**src/rtl/bcd_updown_counter_mux.sv**
```systemverilog
// Multi-digit BCD up/down counter with tick prescaler, wrap/saturate bounds,
// and a registered time-multiplexed 7-segment digit scan.
module bcd_updown_counter_mux #(
  parameter int unsigned DIGITS   = 4,
  parameter int unsigned PRESCALE = 1000000,
  parameter int unsigned MUX_DIV  = 1000,
  parameter int unsigned WRAP     = 1
) (
  input  logic                  clk,
  input  logic                  reset,
  input  logic                  i_en,
  input  logic                  i_dir,
  input  logic                  i_clear,
  input  logic                  i_load,
  input  logic [4*DIGITS-1:0]   i_load_val,
  output logic [4*DIGITS-1:0]   o_count,
  output logic                  o_tick,
  output logic                  o_carry,
  output logic [6:0]            o_seg,
  output logic [DIGITS-1:0]     o_dig_sel
);

  localparam int unsigned PW = $clog2(PRESCALE);
  localparam int unsigned MW = (MUX_DIV > 1) ? $clog2(MUX_DIV) : 1;
  localparam int unsigned IW = (DIGITS > 1) ? $clog2(DIGITS) : 1;
  localparam logic [4*DIGITS-1:0] ALL9 = {DIGITS{4'h9}};

  logic [PW-1:0]       r_pre;
  logic [4*DIGITS-1:0] r_count;
  logic                r_tick;
  logic                r_carry;
  logic [MW-1:0]       r_scan_cnt;
  logic [IW-1:0]       r_scan_idx;
  logic [6:0]          r_seg;
  logic [DIGITS-1:0]   r_dig_sel;

  logic                w_tick;
  logic                w_all9;
  logic                w_all0;
  logic                w_bound;
  logic                w_c;
  logic                w_b;
  logic [4*DIGITS-1:0] w_inc;
  logic [4*DIGITS-1:0] w_dec;
  logic [4*DIGITS-1:0] w_next;
  logic [4*DIGITS-1:0] w_load_clamped;
  logic [3:0]          w_nib;
  logic [6:0]          w_seg_dec;
  logic [DIGITS-1:0]   w_sel;

  assign w_tick  = i_en && (r_pre == PW'(PRESCALE - 1));
  assign w_all9  = (r_count == ALL9);
  assign w_all0  = (r_count == '0);
  assign w_bound = i_dir ? w_all9 : w_all0;

  // Ripple BCD increment/decrement; the carry/borrow stops at the first digit that absorbs it.
  always_comb begin
    w_inc = r_count;
    w_dec = r_count;
    w_c   = 1'b1;
    w_b   = 1'b1;
    for (int unsigned k = 0; k < DIGITS; k++) begin
      if (w_c) begin
        if (r_count[4*k +: 4] >= 4'd9) begin
          w_inc[4*k +: 4] = 4'd0;
        end else begin
          w_inc[4*k +: 4] = r_count[4*k +: 4] + 4'd1;
          w_c = 1'b0;
        end
      end
      if (w_b) begin
        if (r_count[4*k +: 4] == 4'd0) begin
          w_dec[4*k +: 4] = 4'd9;
        end else begin
          w_dec[4*k +: 4] = r_count[4*k +: 4] - 4'd1;
          w_b = 1'b0;
        end
      end
    end
  end

  always_comb begin
    w_next = r_count;
    if (i_dir) begin
      if (w_all9) w_next = (WRAP != 0) ? '0 : r_count;
      else        w_next = w_inc;
    end else begin
      if (w_all0) w_next = (WRAP != 0) ? ALL9 : r_count;
      else        w_next = w_dec;
    end
  end

  always_comb begin
    w_load_clamped = i_load_val;
    for (int unsigned k = 0; k < DIGITS; k++) begin
      if (i_load_val[4*k +: 4] > 4'd9) w_load_clamped[4*k +: 4] = 4'd9;
    end
  end

  always_ff @(posedge clk) begin
    if (reset) begin
      r_pre <= '0;
    end else if (i_clear || i_load) begin
      r_pre <= '0;
    end else if (i_en) begin
      if (r_pre == PW'(PRESCALE - 1)) r_pre <= '0;
      else                            r_pre <= r_pre + 1'b1;
    end
  end

  always_ff @(posedge clk) begin
    if (reset || i_clear) begin
      r_count <= '0;
      r_tick  <= 1'b0;
      r_carry <= 1'b0;
    end else if (i_load) begin
      r_count <= w_load_clamped;
      r_tick  <= 1'b0;
      r_carry <= 1'b0;
    end else if (w_tick) begin
      r_count <= w_next;
      r_tick  <= 1'b1;
      r_carry <= w_bound;
    end else begin
      r_tick  <= 1'b0;
      r_carry <= 1'b0;
    end
  end

  always_ff @(posedge clk) begin
    if (reset) begin
      r_scan_cnt <= '0;
      r_scan_idx <= '0;
    end else if (r_scan_cnt == MW'(MUX_DIV - 1)) begin
      r_scan_cnt <= '0;
      if (r_scan_idx == IW'(DIGITS - 1)) r_scan_idx <= '0;
      else                               r_scan_idx <= r_scan_idx + 1'b1;
    end else begin
      r_scan_cnt <= r_scan_cnt + 1'b1;
    end
  end

  always_comb begin
    w_nib = 4'd0;
    w_sel = '0;
    for (int unsigned k = 0; k < DIGITS; k++) begin
      if (r_scan_idx == IW'(k)) begin
        w_nib    = r_count[4*k +: 4];
        w_sel[k] = 1'b1;
      end
    end
  end

  always_comb begin
    case (w_nib)
      4'd0:    w_seg_dec = 7'h3F;
      4'd1:    w_seg_dec = 7'h06;
      4'd2:    w_seg_dec = 7'h5B;
      4'd3:    w_seg_dec = 7'h4F;
      4'd4:    w_seg_dec = 7'h66;
      4'd5:    w_seg_dec = 7'h6D;
      4'd6:    w_seg_dec = 7'h7D;
      4'd7:    w_seg_dec = 7'h07;
      4'd8:    w_seg_dec = 7'h7F;
      4'd9:    w_seg_dec = 7'h6F;
      default: w_seg_dec = 7'h00;
    endcase
  end

  always_ff @(posedge clk) begin
    if (reset) begin
      r_seg     <= 7'h3F;
      r_dig_sel <= DIGITS'(1);
    end else begin
      r_seg     <= w_seg_dec;
      r_dig_sel <= w_sel;
    end
  end

  assign o_count   = r_count;
  assign o_tick    = r_tick;
  assign o_carry   = r_carry;
  assign o_seg     = r_seg;
  assign o_dig_sel = r_dig_sel;

endmodule
```
**config.mk**
```make
export PLATFORM = sky130hd
export DESIGN_NAME = bcd_updown_counter_mux
export DESIGN_NICKNAME = d
export VERILOG_FILES = /design/src/rtl/bcd_updown_counter_mux.sv
export SDC_FILE = /design/constraint.sdc
export NUM_CORES = 1
export LEC_CHECK = 0
export CAP_MARGIN = 30
export CORE_MARGIN = 2
export CORE_UTILIZATION = 50
export CTS_BUF_LIST = sky130_fd_sc_hd__clkbuf_16
export CTS_CLUSTER_SIZE = 10
export DETAILED_ROUTE_END_ITERATION = 7
export PLACE_DENSITY = 0.74
export SYNTH_ARGS = -nofsm -noshare
export SYNTH_HDL_FRONTEND = slang
export SYNTH_SLANG_ARGS = --single-unit
```
**constraint.sdc**
```tcl
create_clock -name clk -period 2.91 [get_ports clk]
set_input_delay 0.4365 -clock clk [delete_from_list [all_inputs] [get_ports clk]]
set_output_delay 0.4365 -clock clk [all_outputs]
set_load 0.02 [all_outputs]
```
Yosys cells after proc, flatten, opt, wreduce, memory -nomap -nowiden

Memories as Yosys holds them, arrays and structs flattened. A register that Yosys moved wholly into a read port is not among the register bits.
Cells that the tools add are included.

Add/sub/neg operators: 11
Multiply operators: 0
Div/mod/pow operators: 0
Magnitude comparators: 8
Eq/ne operators: 9
Shift operators: 0
Muxes and demuxes: 45
Bitwise operators: 1
Reduce and logical (&&, ||, !) cells: 20

Operator list:

| cell                  | number |
|---|---|
| $mux 4                | 22 |
| $mux 16               | 5 |
| $add 20x1->20 const B | 1 |
| $eq 20x20->1 const B  | 1 |
| $mux 20               | 1 |
| $add 4x1->4 const B   | 4 |
| $eq 16x16->1 const B  | 1 |
| $ge 4x4->1 const B    | 4 |
| $gt 4x4->1 const B    | 4 |
| $logic_not 16->1      | 1 |
| $logic_not 4->1       | 4 |
| $mux 1                | 16 |
| $sub 4x1->4 const B   | 4 |
| $ne 4x1->1 const B    | 3 |
| $reduce_bool 4->1     | 3 |
| $add 10x1->10 const B | 1 |
| $eq 10x10->1 const B  | 1 |
| $reduce_and 3->1      | 3 |
| $reduce_or 2->1       | 3 |
| $eq 2x2->1 const B    | 2 |
| $reduce_or 3->1       | 1 |
| $add 2x1->2 const B   | 1 |
| $eq 2x1->1 const B    | 1 |
| $logic_not 2->1       | 1 |
| other kinds (5)       | 6 |

Register bits: 54
Latch bits: 0
RAM bits: 0
ROM bits: 112
Input bits: 22
Output and inout bits: 29
Logic and storage cells: 105
Memories: 1

Memory list:

| name             | depth | bits a word | read ports | clocked after Yosys merged registers in | wr ports | RTL line | text |
|---|---|---|---|---|---|---|---|
| (name not given) | 16    | 7           | 1          | 1                                       | 0        | 155      | `case (w_nib)` |

Longest topological paths before layout

Word-level depth: 9
Gate-level depth with buffers: 12
Depth with buffers taken out: 11

Least setup slack after synthesis

No wires, ideal clock.

Kind: reg2reg
From: reg r_count[0], in the netlist o_count[0]
To: reg r_count[9], in the netlist o_count[9]
Library setup time: 0.134 ns
Arrival: 2.006 ns
Required time: 2.776 ns
Path slack: 0.770 ns
Stages on the path, launching flop included: 9
Buffers on the path: 0
Period minus slack after synthesis: 2.140 ns
Cell sequence: dfxtp_1 -> inv_1 -> ha_1 -> or3b_1 -> or4_1 -> o21ai_0 -> a21oi_2 -> a211oi_1 -> a211oi_1

Word-level cells in the longest chain between the ends: 5
Elaborated cells between the ends (all ways): 16
Classes of those cells: order compare: 1; eq/ne: 2; mux: 9; reduce/logical: 4

Ends and longest elaborated chain:

| what                                                  | RTL line | text |
|---|---|---|
| start: declaration                                    | 29       | `logic [4*DIGITS-1:0] r_count;` |
| start signal: assignment                              | 117      | `r_count <= w_load_clamped;` |
| start signal: assignment                              | 121      | `r_count <= w_next;` |
| $ge 4x4->1 (tied with other cells)                    | 64       | `if (r_count[4*k +: 4] >= 4'd9) begin` |
| $mux 1 (tied with other cells)                        | 64       |  |
| $mux 1 (tied with other cells)                        | 63       | `if (w_c) begin` |
| $ne 4x1->1 (no line) (tied with other cells)          | -        |  |
| $reduce_and 3->1 (no line) or $mux 16 (tied branches) | -        |  |

Parallel ways exist; a longest one is shown, timed or not. The select of a mux whose other input is x is not followed.
A chain may end at the register's enable or synchronous reset.

Final worst setup path

From: reg r_count[0], in the netlist o_count[0]
To: reg r_count[11], in the netlist o_count[11]

Same word-level chain as after synthesis.

==> impl_summary.txt <==
----------------------------------------------------
[Place]
  Port buffer count ... 50
  Detailed-placement wirelength estimate ... 6240 um
  Total placed instance area ... 4210 um^2
  Routability Congestion ... 0.999
  Worst slack after detailed placement ... 438 ps

[CTS]
  CTS root buf ... sky130_fd_sc_hd__clkbuf_16
  Clock buffer count from CTS ... 9
  Post-cts repair resize count ... 0
  Sink Count ... 61
  Clk buf depth ... 2
  Number of setup buffers added after CTS ... 0
  Hold buffers post-CTS ... 0
  Clock-pin slew reported for the worst setup and hold paths after clock tree synthesis ... 50 ps
  Clock tree from TritonCTS ... built
  Maximum level of the CTS H-tree ... 3
  Clock latency reported for the late side of the worst-skew pair ... 330 ps

[Synthesis]
  Number of flops mapped to enable cells by yosys ... 0
  Portion of synthesized cell area occupied by the leading cell type ... 0.336
  Top post-synthesis cells by count ... sky130_fd_sc_hd__dfxtp_1, sky130_fd_sc_hd__nor2_1, sky130_fd_sc_hd__nand2_1, sky130_fd_sc_hd__a21oi_1, sky130_fd_sc_hd__o21ai_0
  Sequential share of the synthesized area ... 0.336
  Unique masters post-synth ... 64
  Most numerous cell in the Yosys netlist ... sky130_fd_sc_hd__dfxtp_1
  Count of mapped cells out of synthesis ... 443
  Largest cells by area after synthesis ... sky130_fd_sc_hd__dfxtp_1, sky130_fd_sc_hd__ha_1, sky130_fd_sc_hd__nor2_1
  Cell type with the highest aggregate area in the netlist ... sky130_fd_sc_hd__dfxtp_1
  Average cell area after synthesis ... 8.20 um^2
  Share of synthesized registers carrying an async set or reset ... 0
  Net Count, Synth ... 490
  Top FF cell, synth ... sky130_fd_sc_hd__dfxtp_1
  Count of warnings emitted by yosys ... 0
  Synthesized area ... 3630 um^2
  Number of synthesized register bits ... 61

[STA]
  Final clock period utilization by the worst path ... 0.826
  Fmax ... 416 MHz
  Worst-case setup margin in the final layout ... 507 ps
  Fin. Hold Viols ... 0
  Max-slew violation count ... 0
  Setup violations, final ... 0
  RSZ-0062 raised after global routing ... false
  Total Neg Setup Slack ... 0 ps
  Maximum clock skew at final layout ... 9.32 ps
  Transition at the pin with the smallest max-transition slack ... 750 ps
  Minimum hold slack ... 439 ps
  Max-slew headroom ... 0.500
  Clock period minus final worst setup slack ... 2400 ps

[Finish]
  Antenna diodes ... 0
  Fill cell total of the finished layout ... 670
  Register cell area after layout ... 1220 um^2
  Layout Nets ... 537
  Final non-filler cell area ... 4470 um^2
  Layout Area Growth over Synthesis ... 23.1%
  Share of final-layout standard cells stronger than drive strength 1 ... 0.0727
  Multi-input logic area ... 2240 um^2

[Power and ir drop]
  Net Switching ... 0.534 mW
  Int Power ... 1.54 mW
  Switching fraction of total power ... 0.258
  Combinational cell fraction of total power ... 0.126
  Leakage ... 1.66 nW
  Maximum VDD drop ... 0.316 mV
  Pwr per Cell Area ... 463 nW/um^2
  Sequential share of power ... 0.424
  Clock network fraction of design power ... 0.450
  Post-layout power ... 2.07 mW

[Floorplan]
  Die span in x ... 89.2 um
  Die outline height ... 89.2 um
  Area of the core region ... 7140 um^2
  Area enclosed by the die boundary ... 7960 um^2
  Starting Density ... 0.509
  Floorplan row count ... 31
  Number of top-level pins ... 51

[Detailed routing]
  Via total after detailed routing ... 3328
  Via-to-Cell Ratio ... 5.60
  Detailed-router iteration count before antenna repair ... 5
  Total length of routed wires ... 8700 um
  Drt first-iter violations ... 242
  DRC ... 0
  Antenna viol nets, final ... 0
  WL per Instance ... 14.6 um

[Setup path]
  Critical path startpoint category ... register
  Endpoint kind of the worst setup timing path ... register
  Arrival time of data at the critical path endpoint ... 2630 ps
  Required time of the critical path ... 3130 ps
  Depth of the worst register-to-register path ... 7
  Highest fanout seen on the critical path ... 8
  Critical path class ... register to register

[Hold path]
  Number of instances on the worst hold path ... 1
  Worst min path class ... register to register

[Global routing]
  Global-route total usage across every layer ... 0.229
  Antenna violations before repair ... 0
  Via count of the first global-routing pass ... 3079
  Congestion Overflow GR ... 0
  Largest net degree at the start of global routing ... 20
  Global-route wire length before repair ... 14000 um

[Outcome]
  Status ... complete, no violations

[Flow run]
  Count of max-cap constraint violations ... 0

----------------------------------------------------
## per-layer routing
layer | track usage | vias up | part of all wire
met5 | 0 | - | 0
met4 | 0.121 | 0 | 0.026
met3 | 0.0471 | 25 | 0.066
met2 | 0.365 | 117 | 0.46
met1 | 0.291 | 1516 | 0.45
li1 | - | 1670 | -
## logic make-up after synthesis
group | synth area share
and+or+nand+nor | 0.257
AOI/OAI and AO/OA | 0.192
DFF | 0.336
buffers and inverters | 0.0468
xor gates and xnor gates | 0.0627
adders and majority gates | 0.0861
muxes | 0.0200
## worst max-delay path, cell delays in order (launching register included)
cell                      delay [ps]
sky130_fd_sc_hd__dfxtp_1         390
sky130_fd_sc_hd__inv_1           170
sky130_fd_sc_hd__ha_1            270
sky130_fd_sc_hd__or3b_1          430
sky130_fd_sc_hd__or4_1           420
sky130_fd_sc_hd__o21ai_0         120
sky130_fd_sc_hd__a21oi_2         160
sky130_fd_sc_hd__o32ai_1         350
## final cells by class
cell class              count  area share
well taps                  99      0.0277
repair buffers             57       0.124
clock inverters             7     0.00783
inverters                  19      0.0159
clock buffers               9      0.0504
flip-flops and latches     61       0.273
multi-input cells         342       0.501
## layout by cell type (no fill, tap or decap), types with 3 or more instances in the layout
cell type / count
sky130_fd_sc_hd__dfxtp_1: 61
sky130_fd_sc_hd__nor2_1: 57
sky130_fd_sc_hd__clkdlybuf4s50_1: 50
sky130_fd_sc_hd__nand2_1: 38
sky130_fd_sc_hd__a21oi_1: 28
sky130_fd_sc_hd__o21ai_0: 27
sky130_fd_sc_hd__ha_1: 25
sky130_fd_sc_hd__inv_1: 21
sky130_fd_sc_hd__nand3_1: 17
sky130_fd_sc_hd__xor2_1: 15
sky130_fd_sc_hd__xnor2_1: 11
sky130_fd_sc_hd__a211oi_1: 9
sky130_fd_sc_hd__and3_1: 9
sky130_fd_sc_hd__clkbuf_16: 9
sky130_fd_sc_hd__buf_4: 7
sky130_fd_sc_hd__nor2b_1: 6
sky130_fd_sc_hd__nand4_1: 6
sky130_fd_sc_hd__a221oi_1: 5
sky130_fd_sc_hd__nor4b_1: 5
sky130_fd_sc_hd__nand2b_1: 5
sky130_fd_sc_hd__mux2i_1: 5
sky130_fd_sc_hd__o31ai_1: 5
sky130_fd_sc_hd__or3b_2: 4
sky130_fd_sc_hd__nor3b_1: 4
sky130_fd_sc_hd__and2_1: 4
sky130_fd_sc_hd__nor3_1: 4
sky130_fd_sc_hd__clkinv_2: 4
sky130_fd_sc_hd__a22oi_1: 3
sky130_fd_sc_hd__or2_2: 3
sky130_fd_sc_hd__or3_1: 3
sky130_fd_sc_hd__o21a_1: 3
sky130_fd_sc_hd__nand3b_1: 3
## state kept, by name, indices dropped and copies added, names as in the netlist
| signal | count |
|---|---|
| o_tick | 1 |
| o_count | 16 |
| o_dig_sel | 4 |
| r_scan_cnt | 10 |
| r_scan_idx | 2 |
| o_carry | 1 |
| o_seg | 7 |
| r_pre | 20 |
## power groups by stage
stage	sequential (mW)	combinational, mW	clock [mW]
2_1_floorplan	0.899	0.149	0
3_3_place_gp	0.895	0.254	0
3_5_place_dp	0.895	0.256	0
4_1_cts	0.878	0.258	0.944
5_1_grt	0.880	0.285	0.978
6_report	0.878	0.260	0.933
## metrics by stage
stage / std cells / util
floorplan: 443 / -
detailed placement: 578 / 0.590
global route: 594 / 0.627
CTS: 594 / 0.627
finish: 594 / 0.627
global placement: 578 / 0.590
## path summary, 6_finish.rpt
| kind | from | to | slack (ps) |
|---|---|---|---|
| worst min register to register | r_scan_cnt[0] | r_scan_cnt[0] | 440 |
| worst min-delay path | r_scan_cnt[0] | r_scan_cnt[0] | 440 |
| worst max-delay path | o_count[0] | o_count[11] | 510 |
| worst max register to register | o_count[0] | o_count[11] | 510 |
(Power assumes the default switching activity.)
